[src/rtl/d16_xalu_pkg.sv]
// Shared op codes, FSM state encoding and the iterative-op classifier for d16_xalu.
package d16_xalu_pkg;

  localparam logic [3:0] OP_NOP = 4'd0;
  localparam logic [3:0] OP_ADD = 4'd1;
  localparam logic [3:0] OP_SUB = 4'd2;
  localparam logic [3:0] OP_SHL = 4'd3;
  localparam logic [3:0] OP_SHR = 4'd4;
  localparam logic [3:0] OP_OR  = 4'd5;
  localparam logic [3:0] OP_AND = 4'd6;
  localparam logic [3:0] OP_EQ  = 4'd7;
  localparam logic [3:0] OP_LE  = 4'd8;
  localparam logic [3:0] OP_GE  = 4'd9;
  localparam logic [3:0] OP_LT  = 4'd10;
  localparam logic [3:0] OP_GT  = 4'd11;
  localparam logic [3:0] OP_XOR = 4'd12;
  localparam logic [3:0] OP_MUL = 4'd13;
  localparam logic [3:0] OP_DIV = 4'd14;
  localparam logic [3:0] OP_MOD = 4'd15;

  typedef enum logic {
    IDLE = 1'b0,
    ITER = 1'b1
  } state_t;

  // Only the zero-ness of b matters, so callers may pass any zero-extended view of it.
  function automatic logic is_iter(input logic [3:0] op, input logic [63:0] b);
    return (op == OP_MUL) || (((op == OP_DIV) || (op == OP_MOD)) && (b != 64'd0));
  endfunction

endpackage

[src/rtl/d16_xalu_iter.sv]
// Shift-add multiplier / restoring divider, one step per cycle, WIDTH steps per op.
// done is high during the final step; *_nxt carry that step's result combinationally.
module d16_xalu_iter
  import d16_xalu_pkg::*;
#(
  parameter int WIDTH = 16
) (
  input  logic             clk,
  input  logic             rst,
  input  logic             start,
  input  logic [3:0]       start_op,
  input  logic             step,
  input  logic [WIDTH-1:0] a,
  input  logic [WIDTH-1:0] b,
  output logic             done,
  output logic [WIDTH-1:0] acc_nxt,
  output logic [WIDTH-1:0] sh_nxt
);

  localparam int CW = $clog2(WIDTH) + 1;
  localparam logic [CW-1:0] LAST = CW'(WIDTH - 1);
  localparam logic [CW-1:0] FULL = CW'(WIDTH);

  logic             mul_q;
  logic [WIDTH-1:0] acc_q;  // product high half, or partial remainder
  logic [WIDTH-1:0] sh_q;   // multiplier shifting out, or dividend in / quotient out
  logic [WIDTH-1:0] opd_q;  // multiplicand or divisor
  logic [CW-1:0]    cnt_q;

  logic [WIDTH:0] sum;
  logic [WIDTH:0] trial;
  logic           ge;

  always_comb begin
    sum   = {1'b0, acc_q} + (sh_q[0] ? {1'b0, opd_q} : '0);
    trial = {acc_q, sh_q[WIDTH-1]};
    ge    = trial >= {1'b0, opd_q};
    if (mul_q) begin
      acc_nxt = sum[WIDTH:1];
      sh_nxt  = {sum[0], sh_q[WIDTH-1:1]};
    end else begin
      acc_nxt = ge ? WIDTH'(trial - {1'b0, opd_q}) : trial[WIDTH-1:0];
      sh_nxt  = {sh_q[WIDTH-2:0], ge};
    end
  end

  assign done = step && (cnt_q == LAST);

  always_ff @(posedge clk or posedge rst) begin
    if (rst) begin
      mul_q <= 1'b0;
      acc_q <= '0;
      sh_q  <= '0;
      opd_q <= '0;
      cnt_q <= '0;
    end else if (start) begin
      mul_q <= (start_op == OP_MUL);
      acc_q <= '0;
      sh_q  <= (start_op == OP_MUL) ? b : a;
      opd_q <= (start_op == OP_MUL) ? a : b;
      cnt_q <= '0;
    end else if (step) begin
      acc_q <= acc_nxt;
      sh_q  <= sh_nxt;
      if (cnt_q != FULL) cnt_q <= cnt_q + CW'(1);
    end
  end

endmodule

[src/rtl/d16_xalu.sv]
// Multi-cycle d16 ALU: single-cycle ops complete one edge after accept, MUL/DIV/MOD take WIDTH+1.
// in_ready drops while an iterative op runs; there is no output back-pressure.
module d16_xalu
  import d16_xalu_pkg::*;
#(
  parameter int WIDTH = 16
) (
  input  logic             sys_clk,
  input  logic             sys_rst,
  input  logic             in_valid,
  output logic             in_ready,
  input  logic [3:0]       op,
  input  logic [WIDTH-1:0] a,
  input  logic [WIDTH-1:0] b,
  output logic             out_valid,
  output logic [WIDTH-1:0] s,
  output logic             n,
  output logic             z,
  output logic             c,
  output logic             o
);

  localparam int SW = $clog2(WIDTH);
  localparam logic [WIDTH:0] WLIM = (WIDTH + 1)'(WIDTH);

  state_t     state;
  logic [3:0] op_q;
  logic       accept;
  logic       go_iter;
  logic       step_done;

  logic [WIDTH-1:0] it_acc;
  logic [WIDTH-1:0] it_sh;
  logic [WIDTH-1:0] it_s;
  logic             it_o;

  logic [WIDTH-1:0] sc_s;
  logic             sc_c;
  logic             sc_o;
  logic [WIDTH:0]   add_r;
  logic [WIDTH:0]   sub_r;
  logic [WIDTH:0]   shl_r;
  logic [WIDTH:0]   shr_r;
  logic [SW-1:0]    sh;
  logic             sh_big;

  assign in_ready = (state == IDLE);
  assign accept   = in_valid && in_ready;
  assign go_iter  = accept && is_iter(op, 64'(|b));

  d16_xalu_iter #(.WIDTH(WIDTH)) u_iter (
    .clk      (sys_clk),
    .rst      (sys_rst),
    .start    (go_iter),
    .start_op (op),
    .step     (state == ITER),
    .a        (a),
    .b        (b),
    .done     (step_done),
    .acc_nxt  (it_acc),
    .sh_nxt   (it_sh)
  );

  // The extra bit on each shift catches the last bit shifted out; it stays 0 for a zero shift.
  always_comb begin
    sh     = b[SW-1:0];
    sh_big = {1'b0, b} >= WLIM;
    add_r  = {1'b0, a} + {1'b0, b};
    sub_r  = {1'b0, a} - {1'b0, b};
    shl_r  = {1'b0, a} << sh;
    shr_r  = {a, 1'b0} >> sh;
    sc_s   = '0;
    sc_c   = 1'b0;
    sc_o   = 1'b0;
    case (op)
      OP_ADD: begin
        sc_s = add_r[WIDTH-1:0];
        sc_c = add_r[WIDTH];
        sc_o = (a[WIDTH-1] == b[WIDTH-1]) && (add_r[WIDTH-1] != a[WIDTH-1]);
      end
      OP_SUB: begin
        sc_s = sub_r[WIDTH-1:0];
        sc_c = sub_r[WIDTH];
        sc_o = (a[WIDTH-1] != b[WIDTH-1]) && (sub_r[WIDTH-1] != a[WIDTH-1]);
      end
      OP_SHL: begin
        if (!sh_big) begin
          sc_s = shl_r[WIDTH-1:0];
          sc_c = shl_r[WIDTH];
        end
      end
      OP_SHR: begin
        if (!sh_big) begin
          sc_s = shr_r[WIDTH:1];
          sc_c = shr_r[0];
        end
      end
      OP_OR:  sc_s = a | b;
      OP_AND: sc_s = a & b;
      OP_XOR: sc_s = a ^ b;
      OP_EQ:  sc_s = WIDTH'(a == b);
      OP_LE:  sc_s = WIDTH'(a <= b);
      OP_GE:  sc_s = WIDTH'(a >= b);
      OP_LT:  sc_s = WIDTH'(a < b);
      OP_GT:  sc_s = WIDTH'(a > b);
      // DIV/MOD only reach this path with b == 0.
      OP_DIV: begin
        sc_s = '1;
        sc_o = 1'b1;
      end
      OP_MOD: begin
        sc_s = a;
        sc_o = 1'b1;
      end
      default: ;
    endcase
  end

  always_comb begin
    it_s = it_sh;
    it_o = 1'b0;
    if (op_q == OP_MUL) it_o = |it_acc;
    else if (op_q == OP_MOD) it_s = it_acc;
  end

  always_ff @(posedge sys_clk or posedge sys_rst) begin
    if (sys_rst) begin
      state     <= IDLE;
      op_q      <= OP_NOP;
      out_valid <= 1'b0;
      s         <= '0;
      n         <= 1'b0;
      z         <= 1'b0;
      c         <= 1'b0;
      o         <= 1'b0;
    end else begin
      out_valid <= 1'b0;
      case (state)
        IDLE: begin
          if (accept) begin
            if (go_iter) begin
              state <= ITER;
              op_q  <= op;
            end else begin
              out_valid <= 1'b1;
              if (op != OP_NOP) begin
                s <= sc_s;
                n <= sc_s[WIDTH-1];
                z <= ~|sc_s;
                c <= sc_c;
                o <= sc_o;
              end
            end
          end
        end
        ITER: begin
          if (step_done) begin
            state     <= IDLE;
            out_valid <= 1'b1;
            s         <= it_s;
            n         <= it_s[WIDTH-1];
            z         <= ~|it_s;
            c         <= 1'b0;
            o         <= it_o;
          end
        end
      endcase
    end
  end

endmodule
[config.mk]
export PLATFORM = sky130hd
export DESIGN_NAME = d16_xalu
export DESIGN_NICKNAME = d
export VERILOG_FILES = /design/src/rtl/d16_xalu_pkg.sv /design/src/rtl/d16_xalu_iter.sv /design/src/rtl/d16_xalu.sv
export SDC_FILE = /design/constraint.sdc
export NUM_CORES = 1
export LEC_CHECK = 0
export CAP_MARGIN = 20
export CORE_MARGIN = 1
export CORE_UTILIZATION = 55
export CTS_CLUSTER_DIAMETER = 120
export DETAILED_ROUTE_END_ITERATION = 10
export GPL_TIMING_DRIVEN = 0
export PLACE_DENSITY = 0.75
export SYNTH_ARGS = -nofsm -noshare
export SYNTH_HDL_FRONTEND = slang
export SYNTH_SLANG_ARGS = --single-unit
[constraint.sdc]
create_clock -name sys_clk -period 4.46 [get_ports sys_clk]
set_clock_uncertainty 0.15 [all_clocks]
set_input_delay 0.892 -clock sys_clk [delete_from_list [all_inputs] [get_ports sys_clk]]
set_output_delay 0.892 -clock sys_clk [all_outputs]
set_load 0.01 [all_outputs]
==> results.md, run 1 <==
- Cells on Worst Hold Path: 2
- CTS Buffer Depth: 2
- Max Fclk: 222 MHz
- Via-to-Cell Ratio: 6.96
- Share of the yosys chip area belonging to registers: 0.191
- Synth-to-Final Area Change: 15.0%
- Crit path launch type: primary input
- GR Overflow Total: 0
- Clk_lat worst skew: 0.36 ns
- Cell Pwr Density: 668 nW/um2
- Total CTS buffers: 9
- WL final: 42.1 mm
- Port buffer count: 58
- CTS Hold Bufs: 0
- Period utilisation layout: 1.01
- Critical Path Max Stage Delay: 0.55 ns
- Vias: 11800
- Largest net degree at the start of global routing: 55
- Lkg Pwr: 5.10 nW
- Initial antenna violation count: 0
- CTS root buf: clkbuf_16
- Max cap viols: 0
- Initial DRC count: 1347
- Crit path required time: 4.59 ns
- Setup violators final: 1
- Slew Viols, Final: 0
- DRT Pass-1 Iters: 6
- Crit path max-delay cell type: clkdlybuf4s50_1
- Starting Density: 0.568
- Ys async rst share: 1.00
- Core Rows: 49
- Filler cells: 1691
- Worst min path class: reg2reg
- Die ar.: 19400 um2
- Critical Path AT: 4.62 ns
- Total power: 0.00795 W
- Post-route ant nets: 0
- CP top delay family: buffers and inverters
- Synth cell types: 80
- Failing checks: setup timing
- Placed cell area: 11300 um2
- Final hold violations: 0
- Clock net sink count: 79
- Residual DRC count: 0
- Synth warn: 0
- Smallest setup slack after layout: -0.0362 ns
- Number of flops mapped to enable cells by yosys: 0
- # diodes: 0
- Setup WS pre-CTS: -1.80 ns
- Buf/Inv on CP: 6
- Commonest non-fill, non-tap cell in the layout: nand2_1
- H-tree depth: 3
- Min Tclk post-route: 4.50 ns
- Rel. slew slack: 0.111
- Wire per inst: 24.9 um
- Crit path cell chain: clkdlybuf4s50_1, buf_4, buf_4, buf_4, buf_4, mux2i_1, mux2i_1, a211oi_1, a2111oi_0, buf_1, nor4_2, nand4_1, nor4_2, nand4_1, nand3_1
- Post-synth net total: 1511
- Kind of critical path: in2reg
- Worst-margin pin slew: 1.31 ns
- Synth Register Bits: 79
- Syn avg cell area: 7.49 um2
- Layout cells sized above 1: 0.0882
- Core area: 18200 um2
- Tot GR Track Use: 0.436
- Status: finished, violations left
- End-of-flow core utilization: 0.653
- GP Congestion: 1.10
- Cell mode on critical path: buf_4
- Chip Height: 139 um
- Final HPWL DP: 32.6 mm
- Commonest cells after routing, fill and taps aside: nand2_1 (146), nor2_1 (129), a21oi_1 (114), o21ai_0 (105), ha_1 (83)
- Global-route wire length before repair: 63.9 mm
- Nets: 1588
- Chip Width: 139 um
- Placed insts: 1672
- Design area: 11900 um2
- Layout Cells excl Fill: 1692
- Worst reg2reg path depth: 13
- CTS tree: done
- Largest fanout on the critical path: 10
- Netlist Area Pre-Place: 10300 um2
- Worst setup EP type: register
- Clock Pin Slew Worst Setup and Hold Paths: 0.07 ns
- Peak VDD IR: 0.000309 V
- Boundary Pins: 61
- RSZ-0062 raised after global routing: true
- Crit path depth: 15
- Post-Syn Instances: 1381
- Vias in the first global route: 11000
- Ys flop type: dfrtp_1
==> metrics by stage <==
step	hold WS, ns	TNS, ns
3_5_place_dp	0.330	-30.83
2_1_floorplan	0.308	0
4_1_cts	0.345	0
5_1_grt	0.363	-0.0665
6_report	0.340	-0.0362
3_3_place_gp	0.326	-31.47
==> metal layers <==
| layer | global-route usage | share of wire |
|---|---|---|
| met5 | 0 | 0 |
| met4 | 0.299 | 0.076 |
| met3 | 0.0846 | 0.11 |
| met2 | 0.684 | 0.44 |
| met1 | 0.542 | 0.37 |
==> worst min-delay path, cell delays in order (launching register included) <==
cell and delay, ns:
dfrtp_1 0.34, nand2_1 0.05, o221ai_1 0.06
==> registers in the layout, summed over array words and instances (netlist names) <==
signal,count
s,16
u_iter.sh_q,16
u_iter.mul_q,1
u_iter.acc_q,16
op_q,4
u_iter.cnt_q,5
out_valid,1
state,1
o,1
z,1
u_iter.opd_q,16
c,1
==> repair_timing <==
item / CTS / global route
pin swaps: 3 / 4
gates resized for setup: 62 / 44
setup buffers: 5 / 3
setup endpoints to repair: 28 / 7
hold endpoints to repair: 0 / 0
==> power by group <==
group / leakage, nW / internal, W / switching [W]
logic: 3.96 / 0.00232 / 0.00343
clock network: 0.149 / 0.000446 / 0.000351
registers: 0.992 / 0.00106 / 0.000349
total: 5.10 / 0.00383 / 0.00413
==> logic make-up after synthesis <==
group	after synthesis	share of synthesized area
mux	80	0.0936
compound gates	467	0.300
fa+ha+maj	91	0.113
xor+xnor	34	0.0288
flops	79	0.191
simple gates	455	0.207
buf+inv	175	0.0671
==> path summary, 6_finish.rpt <==
check,to,slack [ns],startpoint
hold reg to reg,s[14],0.34,s[14]
hold / removal,s[14],0.34,s[14]
setup reg to reg,o,0.14,u_iter.acc_q[3]
max in group asynchronous,s[7],2.82,sys_rst
min in group asynchronous,u_iter.acc_q[4],0.72,sys_rst
setup / recovery,z,-0.04,b[0]
==> Yosys cell counts, drive strengths merged (5+ instances only) <==
| cell | number | area [um2] |
|---|---|---|
| nand2 | 147 | 552 |
| nor2 | 129 | 484 |
| a21oi | 115 | 576 |
| o21ai | 113 | 577 |
| ha | 87 | 1090 |
| dfrtp | 79 | 1980 |
| clkbuf | 76 | 287 |
| inv | 73 | 274 |
| mux2i | 57 | 571 |
| nand3 | 40 | 200 |
| a211oi | 28 | 210 |
| o221ai | 25 | 219 |
| buf | 24 | 126 |
| xnor2 | 23 | 201 |
| a21o | 22 | 165 |
| and2 | 21 | 131 |
| o211ai | 19 | 143 |
| a221o | 16 | 160 |
| nand2b | 16 | 100 |
| nor2b | 16 | 100 |
| nor3 | 16 | 80.1 |
| a221oi | 15 | 138 |
| a31oi | 15 | 100 |
| nand4 | 13 | 81.3 |
| nor4 | 13 | 87.6 |
| mux4 | 12 | 270 |
| o21bai | 12 | 90.1 |
| o22ai | 12 | 75.1 |
| mux2 | 11 | 128 |
| xor2 | 11 | 96.3 |
| and3 | 10 | 62.6 |
| o21a | 10 | 75.1 |
| o31ai | 10 | 75.1 |
| or3 | 9 | 56.3 |
| a2111oi | 7 | 61.3 |
| a211o | 7 | 61.3 |
| a311oi | 7 | 61.3 |
| nor4b | 6 | 52.6 |
| or2 | 6 | 37.5 |
| a22oi | 5 | 37.5 |
==> cell type report <==
| class | instances | area, um2 | area share |
|---|---|---|---|
| Multi-Input combinational cell | 1127 | 7890 | 0.663 |
| Timing Repair Buffer | 70 | 667 | 0.0561 |
| Clock inverter | 7 | 83.8 | 0.00705 |
| Clock buffer | 9 | 225 | 0.0189 |
| Tap cell | 229 | 287 | 0.0241 |
| Inverter | 75 | 293 | 0.0246 |
| Sequential cell | 79 | 1980 | 0.166 |
| Buffer | 96 | 470 | 0.0395 |
(Power assumes the default switching activity.)
==> run 2: changes to the inputs <==
ABC_AREA = 1   (was not set)
PLACE_DENSITY = 0.74   (was 0.75)
==> run 2 against run 1 <==
The run now ends clean. Hold slack lost 0.0058 ns. Total power decreased by 0.11%. Non-clock buffer count decreased by 35. Critical path depth up 3. Clock power is essentially flat. Wire length grew 7.5%. Sequential power is 4% lower. Sequential share of layout area fell by 0.67 points. Synthesized area grew 7.2%. Die area up 7.1%. Critical path type unchanged. Largest cell class unchanged.
==> results.md, run 2 <==
- Setup TNS: 0 ns
- Met1 Track Usage GR: 0.544
- Tot GR Track Use: 0.444
- Post-route ant nets: 0
- Comb pwr share: 0.730
- Flop2flop setup slack: 0.52 ns
- Most common cell in the synthesized netlist: nand2_1
- Lkg Pwr: 6.64 nW
- Synth-to-Final Area Change: 11.7%
- Sw Pwr: 0.00444 W
- Worst-margin pin slew: 0.926 ns
- Clock net sink count: 79
- Clock Pin Slew Worst Setup and Hold Paths: 0.07 ns
- Most common library cells after synthesis: nand2_1 (577), inv_1 (251), nand3_1 (218), nor2_1 (181), ha_1 (87)
- Largest fanout on the critical path: 7
- Syn avg cell area: 5.85 um2
- GRT met2 Usage: 0.695
- Commonest cells after routing, fill and taps aside: nand2_1 (577), inv_1 (249), nand3_1 (218), nor2_1 (178), ha_1 (87)
- Final HPWL DP: 36.2 mm
- Total CTS buffers: 9
- Placed cell area: 12000 um2
- Crit path cell chain: clkdlybuf4s50_1, inv_1, ha_1, inv_1, nand2_1, nor2_1, inv_1, nor2_1, nor2_1, a21oi_1, nor2_1, nor2_1, nand3_1, nor2_1, nand3_1, nand2_1, inv_2, a21oi_2
- Buf/Inv on CP: 5
- Reg2reg end: z
- Flop pwr share: 0.170
- Number of flops mapped to enable cells by yosys: 0
- Initial antenna violation count: 1
- Setup WS pre-CTS: -0.479 ns
- Ys flop type: dfrtp_1
- Cell Pwr Density: 641 nW/um2
- Wire per inst: 20.2 um
- Status: finished, final reports clean
- H-tree depth: 3
- Met3 usage: 0.0868
- CTS tree: done
- RSZ-0062 raised after global routing: false
- Residual DRC count: 0
- Crit path required time: 4.60 ns
- Global-route wire length before repair: 68.8 mm
- Smallest setup slack after layout: 0.168 ns
- Design area: 12400 um2
- Synth Register Bits: 79
- Core Rows: 51
- CP top delay family: simple AND/OR/NAND/NOR gates
- Rel. slew slack: 0.380
- Chip Height: 144 um
- Slew Viols, Final: 0
- Chip Width: 144 um
- Cell mode on critical path: nor2_1
- Worst min path class: reg2reg
- Synth cell types: 57
- Initial DRC count: 1669
- GP Congestion: 1.05
- Critical Path Max Stage Delay: 0.73 ns
- Crit path launch type: primary input
- Vias in the first global route: 12300
- Layout cells sized above 1: 0.0729
- DRT Pass-1 Iters: 7
- Total power: 0.00794 W
- Min Tclk post-route: 4.29 ns
- CTS root buf: clkbuf_16
- Commonest non-fill, non-tap cell in the layout: nand2_1
- Worst reg2reg path depth: 21
- Period utilisation layout: 0.962
- Post-Syn Instances: 1896
- CP startpoint: a[10]
- Clock share of power: 0.101
- Worst setup EP type: register
- Max cap viols: 0
- Peak VDD IR: 0.000293 V
- Ys async rst share: 1.00
- WL final: 45.3 mm
- Largest net degree at the start of global routing: 65
- Post-synth top area share: 0.195
- Boundary Pins: 61
- Final hold violations: 0
- Post-synth net total: 2026
- GRT busiest layer: met2
- CTS Buffer Depth: 2
- Crit path depth: 18
- Switching Share: 0.560
- Core area: 19600 um2
- Synth warn: 0
- GR Overflow Total: 0
- Port buffer count: 59
- Share of the yosys chip area belonging to registers: 0.178
- Vias: 13600
- Nets: 2099
- Reg-to-reg startpoint: u_iter.sh_q[0]
- Crit path max-delay cell type: clkdlybuf4s50_1
- Kind of critical path: in2reg
- Die ar.: 20700 um2
- Yosys top cell by area: nand2_1
- Via-to-Cell Ratio: 6.07
- Critical Path AT: 4.43 ns
- Setup violators final: 0
- Ranking of synthesized cells by area: nand2_1 (20%), dfrtp_1 (18%), nand3_1 (9.8%), ha_1 (9.8%), inv_1 (8.5%)
- Clk_lat worst skew: 0.35 ns
- Starting Density: 0.566
- Max Fclk: 233 MHz
- Netlist Area Pre-Place: 11100 um2
- Worst setup path endpoint: z
- Internal power: 0.00350 W
[run 2: logic make-up (layout without fill, tap and decap cells)]
| logic type | after synthesis | count (layout) | synth area share |
|---|---|---|---|
| DFF | 79 | 79 | 0.178 |
| adders and majority gates | 91 | 91 | 0.105 |
| and+or+nand+nor | 1084 | 1084 | 0.424 |
| AOI/OAI and AO/OA | 293 | 293 | 0.161 |
| xor gates and xnor gates | 7 | 7 | 0.00553 |
| other | 0 | 1 | 0 |
| buffers and inverters | 342 | 420 | 0.125 |
[run 2: final cells by class]
type	count	area [um2]
clock inverter	7	86.3
multi-input combinational	1475	7730
tap	265	332
fill	1959	7200
clock buffer	9	225
sequential	79	1980
timing repair buffer	63	643
inverter	273	1030
antenna	1	2.50
buffer	68	358
[run 2: stage by stage]
stage	std cells	hold slack, ns	util
after global placement	2220	0.303	0.613
final	2240	0.334	0.632
after CTS	2236	0.329	0.630
after detailed placement	2221	0.310	0.615
after floorplan	1896	0.290	-
after global routing	2239	0.344	0.632
[run 2: per-layer routing]
layer  vias up  part of all wire
met4         0             0.079
met1      6119              0.37
met5         -                 0
met3       217              0.11
met2       929              0.44
li1       6329                 -
[run 2: timing repair]
item | in CTS | in global routing
endpoints found under the setup margin | 1 | 1
buffers inserted | 0 | 3
hold buffers | 0 | 0
gates resized for setup | 0 | 5
[run 2: power by group through the flow]
stage / Clock, W / Sequential, W / Combinational [W]
2_1_floorplan: 0 / 0.00129 / 0.00403
3_3_place_gp: 0 / 0.00133 / 0.00549
3_5_place_dp: 0 / 0.00135 / 0.00559
4_1_cts: 0.000798 / 0.00134 / 0.00563
5_1_grt: 0.000829 / 0.00138 / 0.00637
6_report: 0.000799 / 0.00135 / 0.00580
[run 2: worst reg2reg max path, delay by kind of cell, from the launching register on]
family / cells / cell delay (ns)
AND/OR/NAND/NOR: 12 / 1.43
buffers and inverters: 5 / 1.12
adder cells (fa/ha/maj): 2 / 0.61
flip-flops: 1 / 0.33
XOR/XNOR: 1 / 0.12
AO/OA/AOI/OAI: 1 / 0.12
[run 2: worst min path at each step]
stage,startpoint,endpoint,cells past startpoint
floorplan,op_q[3],op_q[3],1
global placement,op_q[3],op_q[3],1
detailed placement,op_q[3],op_q[3],1
CTS,op_q[3],op_q[3],1
global route,op_q[3],op_q[3],1
finish,op_q[3],op_q[3],1
